[config.mk]
export PLATFORM = sky130hd
export DESIGN_NAME = unpack_sync
export DESIGN_NICKNAME = d
export VERILOG_FILES = /design/src/rtl/unpack_sync.sv
export SDC_FILE = /design/constraint.sdc
export NUM_CORES = 1
export LEC_CHECK = 0
export ABC_AREA = 1
export CORE_UTILIZATION = 61
export DETAILED_ROUTE_END_ITERATION = 12
export PLACE_DENSITY_LB_ADDON = 0.25
export SLEW_MARGIN = 0
export SYNTH_ARGS = -nofsm -noshare
export SYNTH_HDL_FRONTEND = slang
export SYNTH_SLANG_ARGS = --single-unit
[constraint.sdc]
create_clock -name i_clk -period 30.4 [get_ports i_clk]
set_input_delay 4.56 -clock i_clk [delete_from_list [all_inputs] [get_ports i_clk]]
set_output_delay 4.56 -clock i_clk [all_outputs]
set_load 0.005 [all_outputs]
[src/rtl/unpack_sync.sv]
// Receive-side deserializer: hunts for the 32-bit preamble in a serial stream,
// then regroups the payload into words delivered over a valid/ready handshake.
module unpack_sync #(
  parameter int unsigned               SIZE_BIT_PACK    = 1976,
  parameter int unsigned               SIZE_OUTPUT_BIT  = 8,
  parameter int unsigned               SIZE_PREAMBLE    = 32,
  parameter logic [SIZE_PREAMBLE-1:0]  PREAMBLE         = 32'h1ACFFC1D,
  parameter int unsigned               PREAMBLE_ERR_MAX = 0,
  parameter int unsigned               LENGTH_PAYLOAD   = (SIZE_BIT_PACK - SIZE_PREAMBLE) / SIZE_OUTPUT_BIT
) (
  input  logic                       i_clk,
  input  logic                       i_reset_n,
  input  logic                       i_data,
  input  logic                       i_valid,
  output logic                       o_ready,
  output logic [SIZE_OUTPUT_BIT-1:0] o_data,
  output logic                       o_valid,
  input  logic                       i_ready,
  output logic                       o_last,
  output logic                       o_sync,
  output logic [15:0]                o_pack_cnt
);

  localparam int unsigned FCW = $clog2(SIZE_PREAMBLE + 1);
  localparam int unsigned BCW = $clog2(SIZE_OUTPUT_BIT);
  localparam int unsigned WCW = $clog2(LENGTH_PAYLOAD);

  localparam logic [FCW-1:0] FILL_FULL = FCW'(SIZE_PREAMBLE);
  localparam logic [BCW-1:0] BIT_LAST  = BCW'(SIZE_OUTPUT_BIT - 1);
  localparam logic [WCW-1:0] WORD_LAST = WCW'(LENGTH_PAYLOAD - 1);

  typedef enum logic {ST_SEARCH, ST_PAYLOAD} state_t;

  state_t                     state_q,    state_d;
  logic [SIZE_PREAMBLE-1:0]   shift_q,    shift_d;
  logic [FCW-1:0]             fill_q,     fill_d;
  logic [BCW-1:0]             bit_cnt_q,  bit_cnt_d;
  logic [WCW-1:0]             word_cnt_q, word_cnt_d;
  logic [SIZE_OUTPUT_BIT-1:0] word_q,     word_d;
  logic [SIZE_OUTPUT_BIT-1:0] data_q,     data_d;
  logic                       valid_q,    valid_d;
  logic                       last_q,     last_d;
  logic                       sync_q,     sync_d;
  logic [15:0]                pack_cnt_q, pack_cnt_d;
  logic                       accept;

  function automatic int unsigned popcount(input logic [SIZE_PREAMBLE-1:0] v);
    int unsigned c;
    c = 0;
    for (int unsigned i = 0; i < SIZE_PREAMBLE; i++) begin
      if (v[i]) c++;
    end
    return c;
  endfunction

  // Stall input only when a completed word would have nowhere to go.
  assign o_ready = !(state_q == ST_PAYLOAD && bit_cnt_q == BIT_LAST && valid_q && !i_ready);
  assign accept  = i_valid && o_ready;

  always_comb begin
    state_d    = state_q;
    shift_d    = shift_q;
    fill_d     = fill_q;
    bit_cnt_d  = bit_cnt_q;
    word_cnt_d = word_cnt_q;
    word_d     = word_q;
    data_d     = data_q;
    valid_d    = valid_q;
    last_d     = last_q;
    sync_d     = sync_q;
    pack_cnt_d = pack_cnt_q;

    if (valid_q && i_ready) begin
      valid_d = 1'b0;
      last_d  = 1'b0;
    end

    if (accept) begin
      if (state_q == ST_SEARCH) begin
        shift_d = {shift_q[SIZE_PREAMBLE-2:0], i_data};
        fill_d  = (fill_q == FILL_FULL) ? FILL_FULL : fill_q + FCW'(1);
        if (fill_d == FILL_FULL && popcount(shift_d ^ PREAMBLE) <= PREAMBLE_ERR_MAX) begin
          state_d    = ST_PAYLOAD;
          sync_d     = 1'b1;
          bit_cnt_d  = '0;
          word_cnt_d = '0;
        end
      end else begin
        word_d = {word_q[SIZE_OUTPUT_BIT-2:0], i_data};
        if (bit_cnt_q == BIT_LAST) begin
          bit_cnt_d = '0;
          data_d    = word_d;
          valid_d   = 1'b1;
          last_d    = (word_cnt_q == WORD_LAST);
          if (word_cnt_q == WORD_LAST) begin
            // Flush the hunter so payload bits never seed the next match.
            state_d    = ST_SEARCH;
            sync_d     = 1'b0;
            shift_d    = '0;
            fill_d     = '0;
            word_cnt_d = '0;
            pack_cnt_d = pack_cnt_q + 16'd1;
          end else begin
            word_cnt_d = word_cnt_q + WCW'(1);
          end
        end else begin
          bit_cnt_d = bit_cnt_q + BCW'(1);
        end
      end
    end
  end

  always_ff @(posedge i_clk or negedge i_reset_n) begin
    if (!i_reset_n) begin
      state_q    <= ST_SEARCH;
      shift_q    <= '0;
      fill_q     <= '0;
      bit_cnt_q  <= '0;
      word_cnt_q <= '0;
      word_q     <= '0;
      data_q     <= '0;
      valid_q    <= 1'b0;
      last_q     <= 1'b0;
      sync_q     <= 1'b0;
      pack_cnt_q <= '0;
    end else begin
      state_q    <= state_d;
      shift_q    <= shift_d;
      fill_q     <= fill_d;
      bit_cnt_q  <= bit_cnt_d;
      word_cnt_q <= word_cnt_d;
      word_q     <= word_d;
      data_q     <= data_d;
      valid_q    <= valid_d;
      last_q     <= last_d;
      sync_q     <= sync_d;
      pack_cnt_q <= pack_cnt_d;
    end
  end

  assign o_data     = data_q;
  assign o_valid    = valid_q;
  assign o_last     = last_q;
  assign o_sync     = sync_q;
  assign o_pack_cnt = pack_cnt_q;

endmodule

==> results.toml <==
[run_status]
status = "complete, no violations"

[logic_synthesis]
synth_cells = 1426
syn-cell-area_sq_mm = 0.00900
synth_seq_area_share_pct = 23.1
ys_types = 40
yosys_warnings = 0
syn-mean-instance-area_sq_um = 6.31
ys_ff_latch = 83
syn_nets = 1469

[die]
die_x_microns = 123
die_y_microns = 123
core_area_sq_mm = 0.0145
io-pin-count = 33
start_util_pct = 62.1
rows = 44
die_area_sq_mm = 0.0152

[drt]
routedWlPerCell_microns = 10.8
wl_mm = 17.9
viasPerCell = 5.21
drc_errors = 0
drtPass1Iterations = 5
drtIter0Drc = 368
num_vias = 8586
drtAntennaViolNets = 0

[setup_path]
critPathRequiredTime_ps = 30620
r2r_slack_ps = 13960
path_max_fanout = 16
reg2regPathDepth = 105
critical_path_class = "in -> reg"
critical_path.startpoint_type = "primary input"
arrival_ps = 21120
cp-end-kind = "flop"
cpMostUsedCell = "nand2_1"
cpMaxStageDelayCell = "clkdlybuf4s50_1"
slowest_delay_ps = 510

[cells_and_area]
diodes = 0
layout_commonest_cell = "nand2_1"
nets = 1503
drive_gt1_share_pct = 19.0
area_growth_syn_to_layout_pct = 9.26
mostFrequentLayoutCells = "383 x nand2_1, 221 x inv_1, 164 x nand3_1"

[power]
finalPower_mw = 0.642
irDropWorstVdd_mv = 0.0422
p_leak_nw = 5.24
power_density_mw_per_mm2 = 65.3

[grt]
grt_pass1_wl_mm = 31.7
grt_overflow_total = 0
grt_antenna_before_repair = 0
globalRouteTotalUtil_pct = 24.7
grt_pass1_vias = 7816
grt_max_degree = 84

[place]
place_congestion = 0.832
dpl.hpwl_mm = 14.1
port-buffer-count = 32

[clocking]
postCtsResizedCells = 0
cts.sinks = 83
htree_levels = 3
cts_hold_buf = 0
clk_pin_slew_ps = 60
postCtsSetupBuffers = 0
ctsRootBufferMaster = "clkbuf_16"
tritoncts = "built"
clockBufferDepth = 2
numCtsBuffers = 9
clk_latency_ps = 340

[flow_run]
drv_cap = 0

[sta]
fin_crit_ps = 20900
finalSetupViolCount = 0
finalHoldViolations = 0
worstMarginPinSlew_ps = 1130
drv_slew = 0
finalCritPeriodShare_pct = 68.7
max_freq_mhz = 47.9
tns_ps = 0
rsz0062_at_grt = "no"
maxSlewHeadroom_pct = 24.4
finClkSkew_ps = 5.75

[worst_hold_path]
min_path_type = "reg -> reg"
hold_depth = 2
-- cell usage after synthesis, drive strengths merged --
| cell | count | area [sq um] |
|---|---|---|
| ha | 38 | 475 |
| or2 | 11 | 68.8 |
| inv | 246 | 923 |
| o21bai | 1 | 7.51 |
| nand3b | 18 | 135 |
| mux2 | 1 | 11.3 |
| o32ai | 2 | 17.5 |
| nor3 | 12 | 65.1 |
| dfrtp | 83 | 2080 |
| xor2 | 11 | 96.3 |
| o211a | 1 | 10.0 |
| buf | 1 | 20.0 |
| xnor2 | 5 | 43.8 |
| nor3b | 1 | 7.51 |
| a21boi | 1 | 7.51 |
| o22a | 1 | 8.76 |
| o21a | 1 | 7.51 |
| nand4 | 19 | 119 |
| clkbuf | 9 | 33.8 |
| nor4 | 3 | 18.8 |
| clkinv | 6 | 22.5 |
| nand2 | 509 | 2280 |
| nand3 | 231 | 1500 |
| a31oi | 1 | 6.26 |
| o22ai | 36 | 225 |
| o21ai | 41 | 235 |
| nor2 | 132 | 553 |
| and2 | 1 | 6.26 |
| a21oi | 4 | 20.0 |
-- power breakdown --
group          switching (mW)  internal, mW  leakage, nW
Combinational           0.263         0.131         4.06
Clock                  0.0452        0.0726        0.158
Sequential            0.00920         0.122         1.02
-- state kept, by name, indices dropped and copies added, names as in the netlist --
signal and count:
o_valid 1, state_q 1, o_sync 1, fill_q 6, word_cnt_q 8, o_pack_cnt 16
o_last 1, shift_q 31, o_data 8, word_q 7, bit_cnt_q 3
-- final timing paths --
path                                             end                    from
setup / recovery           word_cnt_q[7]$_DFFE_PN0P_                  i_data
hold / removal                 word_q[2]$_DFFE_PN0P_   word_q[1]$_DFFE_PN0P_
setup reg to reg           word_cnt_q[7]$_DFFE_PN0P_  shift_q[0]$_DFFE_PN0P_
hold reg to reg                word_q[2]$_DFFE_PN0P_   word_q[1]$_DFFE_PN0P_
max in group asynchronous    shift_q[13]$_DFFE_PN0P_               i_reset_n
min in group asynchronous  word_cnt_q[3]$_DFFE_PN0P_               i_reset_n
-- critical path: cells and delay by family --
family	cells	cell delay (ps)
simple gates	59	5770
fa+ha+maj	30	8390
compound gates	9	1380
buf+inv	9	1040
-- logic make-up after synthesis --
kind of cell             Yosys count  synth area share (%)
multiplexers                       1                 0.125
XOR/XNOR                          16                  1.56
AO/OA/AOI/OAI                     89                  6.06
AND/OR/NAND/NOR                  937                  52.8
buffers and inverters            262                  11.1
adder cells (fa/ha/maj)           38                  5.28
flip-flops                        83                  23.1
-- through the flow --
step	instances	setup slack [ps]	util (%)	hold WS [ps]	area [sq um]
floorplan	1426	10900	-	449	9000
CTS	1649	9530	67.9	480	9830
global route	1649	8070	67.9	513	9830
detailed placement	1633	9240	65.6	466	9500
global placement	1633	9830	65.6	457	9500
finish	1649	9500	67.9	481	9830
-- cell type report --
class	instances	area [sq um]
fillers	1310	4650
clock buffers	9	225
repair buffers	33	325
clock inverters	7	101
flip-flops and latches	83	2080
well taps	184	230
inverters	252	946
multi-input cells	1081	5930
-- metal layers --
| metal | up-vias | global-route usage [%] | wire length [microns] |
|---|---|---|---|
| met5 | - | 0 | 0 |
| met3 | 15 | 3.64 | 554 |
| met2 | 85 | 44.3 | 8450 |
| met4 | 0 | 4.37 | 132 |
| met1 | 3871 | 31.6 | 8730 |
| li1 | 4615 | - | - |
Power figures use the tool's default switching activity.
